===== config.mk =====
export PLATFORM = sky130hd
export DESIGN_NAME = exc_commit
export DESIGN_NICKNAME = d
export VERILOG_FILES = /design/src/rtl/exc_commit.sv
export SDC_FILE = /design/constraint.sdc
export NUM_CORES = 1
export LEC_CHECK = 0
export ABC_AREA = 1
export CAP_MARGIN = 10
export CORE_MARGIN = 8
export CORE_UTILIZATION = 25
export DETAILED_ROUTE_END_ITERATION = 12
export GPL_ROUTABILITY_DRIVEN = 0
export SYNTH_ARGS = -nofsm -noshare
export SYNTH_HDL_FRONTEND = slang
export SYNTH_SLANG_ARGS = --single-unit

===== constraint.sdc =====
create_clock -name clk -period 1.6 [get_ports clk]
set_clock_uncertainty 0.15 [all_clocks]
set_input_delay 0.24 -clock clk [delete_from_list [all_inputs] [get_ports clk]]
set_output_delay 0.24 -clock clk [all_outputs]
set_load 0.01 [all_outputs]

===== src/rtl/exc_commit.sv =====
// Writeback-stage exception commit: classifies the retiring instruction, pulses
// the CP0 exception/eret strobes and holds a flush plus fetch redirect until accepted.
module exc_commit #(
   parameter logic [31:0] EXC_VECTOR = 32'hbfc00380,
   parameter int          EXC_W      = 8
) (
   input  logic             clk,
   input  logic             resetn,
   input  logic             ws_valid,
   output logic             ws_ready,
   input  logic [31:0]      ws_pc,
   input  logic             ws_is_slot,
   input  logic [6:0]       ws_exc,
   input  logic [31:0]      ws_bad_vaddr,
   input  logic             ws_eret,
   input  logic             int_happen,
   input  logic [31:0]      cp0_epc,
   output logic [EXC_W-1:0] exc_type,
   output logic [31:0]      exc_pc,
   output logic             exc_is_slot,
   output logic [31:0]      exc_bad_vaddr,
   output logic             eret,
   output logic             flush,
   output logic             redirect_valid,
   input  logic             redirect_ready,
   output logic [31:0]      redirect_pc
);

   typedef enum logic [0:0] {
      IDLE  = 1'b0,
      REDIR = 1'b1
   } state_t;

   localparam int B_OV   = 0;
   localparam int B_RI   = 1;
   localparam int B_BP   = 2;
   localparam int B_SYS  = 3;
   localparam int B_ADES = 4;
   localparam int B_RDAE = 5;
   localparam int B_RINE = 6;
   localparam int B_INT  = 7;

   // Priority int > rine > ri > sys > bp > ov > rdae > ades; result is one-hot or zero.
   function automatic logic [EXC_W-1:0] pick_cause(input logic irq, input logic [6:0] f);
      logic [EXC_W-1:0] code;
      code = '0;
      if (irq)              code[B_INT]  = 1'b1;
      else if (f[B_RINE])   code[B_RINE] = 1'b1;
      else if (f[B_RI])     code[B_RI]   = 1'b1;
      else if (f[B_SYS])    code[B_SYS]  = 1'b1;
      else if (f[B_BP])     code[B_BP]   = 1'b1;
      else if (f[B_OV])     code[B_OV]   = 1'b1;
      else if (f[B_RDAE])   code[B_RDAE] = 1'b1;
      else if (f[B_ADES])   code[B_ADES] = 1'b1;
      return code;
   endfunction

   // A fetch-side fault reports the PC itself as the bad address.
   function automatic logic [31:0] pick_bad_vaddr(input logic [EXC_W-1:0] code,
                                                  input logic [31:0] pc,
                                                  input logic [31:0] data_addr);
      return code[B_RINE] ? pc : data_addr;
   endfunction

   state_t           state_q, state_d;
   logic             vld_p0;
   logic             irq_p0;
   logic [EXC_W-1:0] cause_p0;
   logic             take_exc_p0;

   logic [EXC_W-1:0] exc_type_p1, exc_type_d;
   logic             eret_p1, eret_d;
   logic [31:0]      exc_pc_p1, exc_pc_d;
   logic             exc_is_slot_p1, exc_is_slot_d;
   logic [31:0]      exc_bad_vaddr_p1, exc_bad_vaddr_d;
   logic [31:0]      redirect_pc_p1, redirect_pc_d;
   logic             flush_p1, flush_d;
   logic             vld_p1, vld_d;

   // Stage p0: classify the retiring instruction.
   assign ws_ready    = (state_q == IDLE);
   assign vld_p0      = ws_valid && ws_ready;
   assign irq_p0      = int_happen && ws_valid;
   assign cause_p0    = pick_cause(irq_p0, ws_exc);
   assign take_exc_p0 = |cause_p0;

   always_comb begin
      state_d          = state_q;
      exc_type_d       = '0;
      eret_d           = 1'b0;
      exc_pc_d         = exc_pc_p1;
      exc_is_slot_d    = exc_is_slot_p1;
      exc_bad_vaddr_d  = exc_bad_vaddr_p1;
      redirect_pc_d    = redirect_pc_p1;
      flush_d          = flush_p1;
      vld_d            = vld_p1;
      case (state_q)
         IDLE: begin
            if (vld_p0 && take_exc_p0) begin
               exc_type_d      = cause_p0;
               exc_pc_d        = ws_pc;
               exc_is_slot_d   = ws_is_slot;
               exc_bad_vaddr_d = pick_bad_vaddr(cause_p0, ws_pc, ws_bad_vaddr);
               redirect_pc_d   = EXC_VECTOR;
               flush_d         = 1'b1;
               vld_d           = 1'b1;
               state_d         = REDIR;
            end else if (vld_p0 && ws_eret) begin
               eret_d        = 1'b1;
               redirect_pc_d = cp0_epc;
               flush_d       = 1'b1;
               vld_d         = 1'b1;
               state_d       = REDIR;
            end
         end
         REDIR: begin
            if (vld_p1 && redirect_ready) begin
               flush_d = 1'b0;
               vld_d   = 1'b0;
               state_d = IDLE;
            end
         end
         default: begin
            flush_d = 1'b0;
            vld_d   = 1'b0;
            state_d = IDLE;
         end
      endcase
   end

   always_ff @(posedge clk or negedge resetn) begin
      if (!resetn) begin
         state_q <= IDLE;
      end else begin
         state_q <= state_d;
      end
   end

   // Stage p1: registered CP0 strobes and redirect request.
   always_ff @(posedge clk or negedge resetn) begin
      if (!resetn) begin
         exc_type_p1      <= '0;
         eret_p1          <= 1'b0;
         exc_pc_p1        <= '0;
         exc_is_slot_p1   <= 1'b0;
         exc_bad_vaddr_p1 <= '0;
         redirect_pc_p1   <= '0;
         flush_p1         <= 1'b0;
         vld_p1           <= 1'b0;
      end else begin
         exc_type_p1      <= exc_type_d;
         eret_p1          <= eret_d;
         exc_pc_p1        <= exc_pc_d;
         exc_is_slot_p1   <= exc_is_slot_d;
         exc_bad_vaddr_p1 <= exc_bad_vaddr_d;
         redirect_pc_p1   <= redirect_pc_d;
         flush_p1         <= flush_d;
         vld_p1           <= vld_d;
      end
   end

   assign exc_type       = exc_type_p1;
   assign eret           = eret_p1;
   assign exc_pc         = exc_pc_p1;
   assign exc_is_slot    = exc_is_slot_p1;
   assign exc_bad_vaddr  = exc_bad_vaddr_p1;
   assign redirect_pc    = redirect_pc_p1;
   assign flush          = flush_p1;
   assign redirect_valid = vld_p1;

endmodule

# Word-level counts from Yosys, hierarchy flattened
# Index checks and enable logic that the tools add are counted.
# classes
n_reduce_logical,10
n_bitwise,1
eq_ne,2
n_mux,34
# op_table
cell,n
2-to-1 mux 32 bit,3
2-to-1 mux 1 bit,21
2-to-1 mux 8 bit,2
OR reduction 8 bit,1
2-to-1 mux 7 bit,1
2-to-1 mux 2 bit,3
2-to-1 mux 6 bit,1
AND reduction 2 bit,3
logical AND 1 bit,5
2-to-1 mux 4 bit,1
case mux 1 bit (2 select lines),2
"inequality test 3 x 1 -> 1 bit, second input constant",1
"inequality test 2 x 1 -> 1 bit, second input constant",1
nonzero test 2 bit,1
NOT 1 bit,1
# word_totals
word_cells,55
input_bits,110
ff_bits,108
out_inout_bits,109

# Logic depth before layout (Yosys ltp)
# Gate-level depths: netlist of run 1.
# logic_depth
depth_word,12
mapped_depth,11
depth_no_buf,8

# Least setup slack after synthesis of run 1
# No wires, ideal clock.
# synth_timing
path_kind,reg2reg
start,register state_q
end,"register exc_bad_vaddr_p1[22], in the netlist exc_bad_vaddr[22]"
slack_ns,0.103
setup_ns,0.066
path_stages_with_launch,6
t_arrival_ns,1.280
period_less_slack_ns,1.497
path_buffers,2
t_required_ns,1.384
path_cell_list,dfrtp_1 > nor2_2 > buf_2 > clkbuf_1 > nand3_1 > nand2_1
# synth_between
elab_chain_len,4
# synth_lines
element,line_no,text
start: declaration,65,"state_t state_q, state_d;"
start signal: assignment,135,state_q <= state_d;
NOT 1 bit (no source line) (*),--,
logical AND 1 bit,82,assign vld_p0 = ws_valid && ws_ready;
logical AND 1 bit,99,if (vld_p0 && take_exc_p0) begin
AND reduction 2 bit (no source line) (*),--,
end signal: assignment,155,exc_bad_vaddr_p1 <= exc_bad_vaddr_d;
end: declaration,75,"logic [31:0] exc_bad_vaddr_p1, exc_bad_vaddr_d;"
# Every way passes the cells marked *; elsewhere a longest branch is shown, timed or not.
# A chain may end at the register's enable or synchronous reset.

# Worst setup path in the final report of run 1
# layout_timing
start,input int_happen
end,"register redirect_pc_p1[20], in the netlist redirect_pc[20]"
# layout_between
elab_chain_len,6
word_cells_on_any_way,8
cone_classes,mux: 3; reduce/logical: 5
# layout_lines
element,line_no,text
start: declaration,16,"input logic int_happen,"
logical AND 1 bit (*),83,assign irq_p0 = int_happen && ws_valid;
2-to-1 mux 7 bit or 2-to-1 mux 1 bit (tied branches),47,if (irq) code[B_INT] = 1'b1;
OR reduction 8 bit (*),85,assign take_exc_p0 = |cause_p0;
logical AND 1 bit (*),99,
nonzero test 2 bit (no source line),--,
AND reduction 2 bit (no source line),--,
end signal: assignment,156,redirect_pc_p1 <= redirect_pc_d;
end: declaration,76,"logic [31:0] redirect_pc_p1, redirect_pc_d;"
# Marked as above.

==> summary.md, run 1 <==
| Metric | Value |
|---|---|
| Status | complete, no violations |
| Dpl hpwl | 13.20 mm |
| Worst Path Arrival | 1690 ps |
| Post-synthesis compound-gate area fraction | 0.001012 |
| Worst R2R Start | state_q |
| Final Cycle Share | 0.9735 |
| Initial Util | 0.2541 |
| Number of detailed-route iterations in the first pass | 4 |
| Worst-margin pin slew | 334.0 ps |
| Num CTS Buffers | 9 |
| Layout Cells excl Fill | 1128 |
| Initial antenna violation count | 0 |
| CTS root buf | clkbuf_16 |
| Rel. slew slack | 0.7773 |
| Final Slew Violations | 0 |
| Area leader, netlist | dfrtp_1 |
| Pwr per Cell Area | 1446 mW/mm^2 |
| WL/cell | 16.02 um |
| RSZ-0062 raised after global routing | true |
| Reg-to-Reg End | redirect_pc[24] |
| Number of fill cells | 1986 |
| Placed instance count | 1102 |
| Synthesis-to-finish area growth | 63.64% |
| Drc violations | 0 |
| Min cycle time layout | about 1600 ps |
| Syn avg cell area | 8.001 sq um |
| XOR/XNOR Fraction of Synth Area | 0 |
| Die area | roughly 0.025 sq mm |
| CTS tree | built |
| Top-area cell type share of the netlist area | 0.5466 |
| Pre-CTS setup slack | -454.2 ps |
| Port Buffers | approximately 220 |
| Pwr Total | about 12 mW |
| Max Root-Sink Buffers | 2 |
| Critical path endpoint category | register |
| Core box area | 0.01946 sq mm |
| Sequential element share of the synthesized area | 0.5466 |
| Primary FF master, synth | dfrtp_1 |
| Synth Register Bits | 108 |
| Vias | 4833 |
| All-Layer GR Usage | 0.1452 |
| R2R setup slack | 150 ps |
| Post-synth EDFFs | 0 |
| Yosys Warn Count | 0 |
| P_leak | 4.304 nW |
| Critical Path RT | about 1700 ps |
| Skew-Pair Late Insertion Delay | between 300 and 400 ps |
| Vias in the first global route | 4903 |
| Final setup violation count | 0 |
| Post-synth cell types | 19 |
| PnR worst setup slack | 42.38 ps |
| Max Cap Violations | 0 |
| Worst Setup SP | int_happen |
| Synth cell count leaders | nand2_1, nand3_1, dfrtp_1 |
| Crit-path max FO | 10 |
| Placement Cell Area | 0.007736 sq mm |
| Fin nets | about 970 |
| Hold/Removal Path Class | input pin to asynchronous set/reset pin |
| Reg2reg path depth | 6 |
| GR Overflow Total | 0 |
| Layout cells sized above 1 | 0.1089 |
| Synth Area in Adders | 0 |
| Leading post-synthesis cells by cell area | dfrtp_1, nand2_1, nand3_1, nor2_1, mux2i_1 |
| Most common cell in the netlist | nand2_1 |
| DRT iter0 DRCs | between 150 and 200 |
| Largest family of logic cells by synthesized area | simple AND/OR/NAND/NOR gates |
| Crit path to | redirect_pc[20] |
| Diode count | 0 |
| H-tree depth | 3 |
| # clock sinks | 108 |
| Fin area | just over 0.008 sq mm |
| Peak VDD IR | a little under 600 uV |
| Post-DRT Antenna Nets | 0 |
| Syn Nets | 728 |
| WS Path Type | input pin to register |
| IO Count | 219 |
| Post-Synth Simple-Gate Area | 0.3558 |
| Fmax achieved | 0.6420 GHz |
| DIE HEIGHT | 156.6 um |
| Vias/cell | approximately 4.3 |
| Std cell rows | 51 |
| Detailed Route WL | 18.07 mm |
| Reg clk slew, reported paths | 70 ps |
| Largest net degree at the start of global routing | slightly above 40 |
| Asr flop ratio synth | 1.000 |
| Die X | between 150 and 200 um |
| First-pass GRT wire length | 27.82 mm |
| Synth Instances | 618 |
| Mux cell area share after synthesis | 0.02429 |
| Mapped Area | 0.004945 sq mm |
| Hold Fails Final Rpt | 0 |
| Critical Path Source Type | input pin |
[worst max-delay path: stages]
cell and delay, ps:
clkdlybuf4s50_1 480, nand2_2 90, nand2_1 70, nor2_1 40
nand2_1 110, nand3_4 130, nand2_8 140, inv_6 50
bufbuf_16 270, nor2_1 80
[cell type report]
cell class	instances	area, sq um	area share
Tap cell	265	331.6	0.04098
Inverter	31	122.6	0.01515
Sequential cell	108	2703	0.3340
Multi-Input combinational cell	435	1962	0.2425
Clock buffer	11	242.7	0.03000
Clock inverter	5	37.54	0.004639
Timing Repair Buffer	273	2693	0.3328
[state kept, by name, indices dropped and copies added (netlist names)]
register,flops
eret,1
exc_is_slot,1
exc_bad_vaddr,32
redirect_pc,32
exc_type,8
state_q,1
redirect_valid,1
exc_pc,32
[placed cells by master (no fill, tap or decap), types with 12 or more instances in the layout]
cell type / Yosys / routed
nor2_1: 33 / 25
inv_1: 30 / 27
clkdlybuf4s50_1: 0 / 102
dfrtp_1: 108 / 108
dlygate4sd2_1: 0 / 112
nand2_1: 260 / 255
nand3_1: 122 / 121
buf_4: 4 / 36
mux2i_1: 12 / 12
buf_12: 0 / 15
[cell families after synthesis]
family                 after synthesis
and+or+nand+nor                    422
AOI/OAI and AO/OA                    1
buffers and inverters               75
muxes                               12
DFF                                108
[metal layers]
layer / routed length [um] / share of wire / GRT usage
met3: 2081 / 0.12 / 0.06674
met4: 117 / 0.0065 / 0.03570
met2: 8493 / 0.47 / 0.2330
met1: 7382 / 0.41 / 0.1732
met5: 0 / 0 / 0
[worst min-delay path by stage]
| stage | from | slack [ps] | depth (start not counted) | end |
|---|---|---|---|---|
| 2_1_floorplan | resetn | -210 | 0 | eret |
| 3_3_place_gp | resetn | 30 | 1 | exc_bad_vaddr[27] |
| 3_5_place_dp | resetn | 20 | 1 | exc_bad_vaddr[27] |
| 4_1_cts | ws_exc[3] | 160 | 4 | exc_type[0] |
| 5_1_grt | ws_exc[1] | 210 | 4 | exc_type[0] |
| 6_report | resetn | 190 | 2 | exc_pc[23] |
[metrics by stage]
step / TNS [ps] / utilization / hold slack, ps
after global routing: -83.58 / 0.4158 / 209.7
after CTS: 0 / 0.4126 / 162.5
after detailed placement: -43700 / 0.3975 / 21.94
final: 0 / 0.4158 / 193.2
after global placement: -41790 / 0.3975 / 27.28
after floorplan: 0 / - / -205.6
[power breakdown]
part | internal [mW] | total (mW) | switching [mW]
Combinational | 2.42 | 5.12 | 2.69
Sequential | 3.86 | 4.45 | 0.591
Clock | 1.10 | 2.14 | 1.04
Total | 7.38 | 11.7 | 4.32
[timing repair]
| item | 4_1_cts | 5_1_grt |
|---|---|---|
| resized for setup | 125 | 14 |
| hold buffers | 1 | 0 |
| gates cloned | 1 | 1 |
| hold endpoints to repair | 82 | 0 |
| buffers inserted | 5 | 3 |
| pin swaps | 8 | 7 |
| endpoints found under the setup margin | 208 | 61 |
(Power assumes the default switching activity.)
==> inputs of run 2 (changes only) <==
--- a/config.mk
+++ b/config.mk
@@ -9,6 +9,7 @@
 export CAP_MARGIN = 10
 export CORE_MARGIN = 8
 export CORE_UTILIZATION = 25
+export CTS_CLUSTER_DIAMETER = 40
 export DETAILED_ROUTE_END_ITERATION = 12
 export GPL_ROUTABILITY_DRIVEN = 0
 export SYNTH_ARGS = -nofsm -noshare
==> results of run 2 <==
Same layout as run 1: the final DEF is identical, and so are final timing and power.
==> inputs of run 3 (changes only) <==
==> constraint.sdc (replaced) <==
create_clock -name clk -period 1.71 [get_ports clk]
set_clock_uncertainty 0.15 [all_clocks]
set_input_delay 0.2565 -clock clk [delete_from_list [all_inputs] [get_ports clk]]
set_output_delay 0.2565 -clock clk [all_outputs]
set_load 0.01 [all_outputs]
==> summary.md, run 3 (synthesis results as in run 1) <==
| Metric | Value |
|---|---|
| Status | complete, no violations (unchanged) |
| Vias/cell | 4.293 (was 4.285) |
| Pwr per Cell Area | 1410 mW/mm^2 (was 1446 mW/mm^2) |
| Initial Util | 0.2541 (unchanged) |
| Final Cycle Share | 0.9769 |
| H-tree depth | 3 (unchanged) |
| Drc violations | 0 (unchanged) |
| Peak VDD IR | 658.6 uV (was 591.3 uV) |
| Most frequent cells in the layout | nand2_1, clkdlybuf4s50_1, nand3_1 (was nand2_1, nand3_1, dlygate4sd2_1) |
| Critical Path Source Type | register (was input pin) |
| Hold Fails Final Rpt | 0 (unchanged) |
| Placed instance count | 1096 (was 1102) |
| CTS root buf | clkbuf_16 (unchanged) |
| Worst R2R Start | state_q (unchanged) |
| Final Slew Violations | 0 (unchanged) |
| Layout cells sized above 1 | 0.07665 (was 0.1089) |
| Worst Setup SP | exc_pc[12] (was int_happen) |
| Crit-path cells | clkdlybuf4s50_1 (was clkdlybuf4s50_1 -> nand2_2 -> nand2_1 -> nor2_1 -> nand2_1 -> nand3_4 -> nand2_8 -> inv_6 -> bufbuf_16 -> nor2_1) |
| Worst-margin pin slew | 391.9 ps (was 334.0 ps) |
| Rel. slew slack | 0.7388 (was 0.7773) |
| Pwr Total | 11.45 mW (was 11.70 mW) |
| GR Overflow Total | 0 (unchanged) |
| Critical path endpoint category | output pin (was register) |
| Layout Cells excl Fill | 1113 (was 1128) |
| Detailed Route WL | 17.56 mm (was 18.07 mm) |
| Commonest non-fill, non-tap cell in the layout | nand2_1 (unchanged) |
| Slowest-stage cell, CP | clkdlybuf4s50_1 (unchanged) |
| DRT iter0 DRCs | 179 (was 186) |
| Worst path max stage delay | 560 ps (was 480 ps) |
| Std cell rows | 51 (unchanged) |
| Fmax achieved | about 0.6 GHz |
| All-Layer GR Usage | 0.1432 (was 0.1452) |
| Hold/Removal Path Class | input pin to register (was input pin to asynchronous set/reset pin) |
| Port Buffers | 218 (unchanged) |
| Max Cap Violations | 0 (unchanged) |
| First-pass GRT wire length | 27.51 mm (was 27.82 mm) |
| Fin nets | 953 (was 968) |
| Post-DRT Antenna Nets | 0 (unchanged) |
| WS Path Type | register to output pin (was input pin to register) |
| Worst Path Arrival | 1260 ps (was 1690 ps) |
| Synthesis-to-finish area growth | 64.17% (was 63.64%) |
| Vias in the first global route | 4874 (was 4903) |
| Min cycle time layout | 1671 ps |
| Final total negative setup slack | 0 ps (unchanged) |
| Crit-path max FO | 2 (was 10) |
| Largest net degree at the start of global routing | 34 (was 41) |
| Critical Path RT | 1300 ps (was 1730 ps) |
| Diode count | 0 (unchanged) |
| WL/cell | 15.78 um (was 16.02 um) |
| Worst hold path startpoint | ws_exc[1] |
| Top delay family on crit path | buffers and inverters (unchanged) |
| Die area | 0.02453 sq mm (unchanged) |
| CP Buf/Inv Count | 1 (was 3) |
| Vias | 4778 (was 4833) |
| Die X | 156.6 um (unchanged) |
| CTS tree | built (unchanged) |
| Reg clk slew, reported paths | 70 ps (about the same) |
| Final setup violation count | 0 (unchanged) |
| Dpl hpwl | 12.76 mm (was 13.20 mm) |
| Number of detailed-route iterations in the first pass | 4 (unchanged) |
| Skew-Pair Late Insertion Delay | 340 ps (about the same) |
| Core box area | 0.01946 sq mm (unchanged) |
| # clock sinks | 108 (unchanged) |
| Initial antenna violation count | 0 (unchanged) |
| IO Count | 219 (unchanged) |
| P_leak | 4.576 nW (was 4.304 nW) |
| RSZ-0062 raised after global routing | true (unchanged) |
| Num CTS Buffers | 9 (unchanged) |
| DIE HEIGHT | 156.6 um (unchanged) |
| Max Root-Sink Buffers | 2 (unchanged) |
-- run 3: changes by cell type in the layout (fill, tap and decap cells not counted), sizes merged, moves of 2 or more --
cell / delta
clkdlybuf4s50: +53
dlygate4sd2: -101
buf: -13
clkinv: -2
dlymetal6s2s: +48
-- run 3: final cells by class --
type | instances | area [sq um]
clock buffers | 11 | 242.7
clock inverters | 5 | 61.31
fillers | 1956 | 11340
inverters | 31 | 117.6
multi-input cells | 435 | 1909
flip-flops and latches | 108 | 2704
well taps | 265 | 331.6
repair buffers | 258 | 2751
-- run 3: worst paths after layout --
path / end / slack (ps) / cells past startpoint
worst max-delay path: exc_pc[12] / 40 / 1
worst min-delay path: exc_type[0] / 120 / 4
worst max register to register: redirect_pc[31] / 140 / 5
worst min register to register: exc_pc[3] / 320 / 2
max in group asynchronous: state_q / 650 / 3
min in group asynchronous: exc_pc[23] / 220 / 2
-- run 3: tightest hold or removal path, delay by kind of cell --
family | cells | cell delay, ps
buf+inv | 1 | 150
simple gates | 3 | 180
-- run 3: routing by layer --
metal	track usage	wire [um]	vias up
met5	0	0	-
met4	0.03021	173	0
met3	0.07005	1947	12
met2	0.2324	8187	156
met1	0.1680	7253	2223
li1	-	-	2387
-- run 3: power by group --
part,internal (mW),switching [mW]
Clock,1.18,0.972
Sequential,3.61,0.568
Combinational,2.65,2.46
-- run 3: through the flow --
stage | hold WS (ps) | cell area [sq um] | setup WS (ps) | utilization
after floorplan | -189.1 | 4945 | 213.4 | -
after global placement | 61.29 | 7679 | -304.8 | 0.3945
after detailed placement | 59.51 | 7679 | -322.8 | 0.3945
after CTS | 130.9 | 7980 | 0.9561 | 0.4100
after global routing | 128.6 | 8118 | -2.612 | 0.4171
final | 117.7 | 8118 | 39.45 | 0.4171
-- run 3: timing repair --
| item | 4_1_cts | 5_1_grt |
|---|---|---|
| setup buffers | 0 | 0 |
| pin swaps | 0 | 0 |
| resized for setup | 12 | 53 |
| hold endpoints to repair | 23 | 0 |
| setup endpoints to repair | 11 | 142 |
| hold buffers | 1 | 0 |
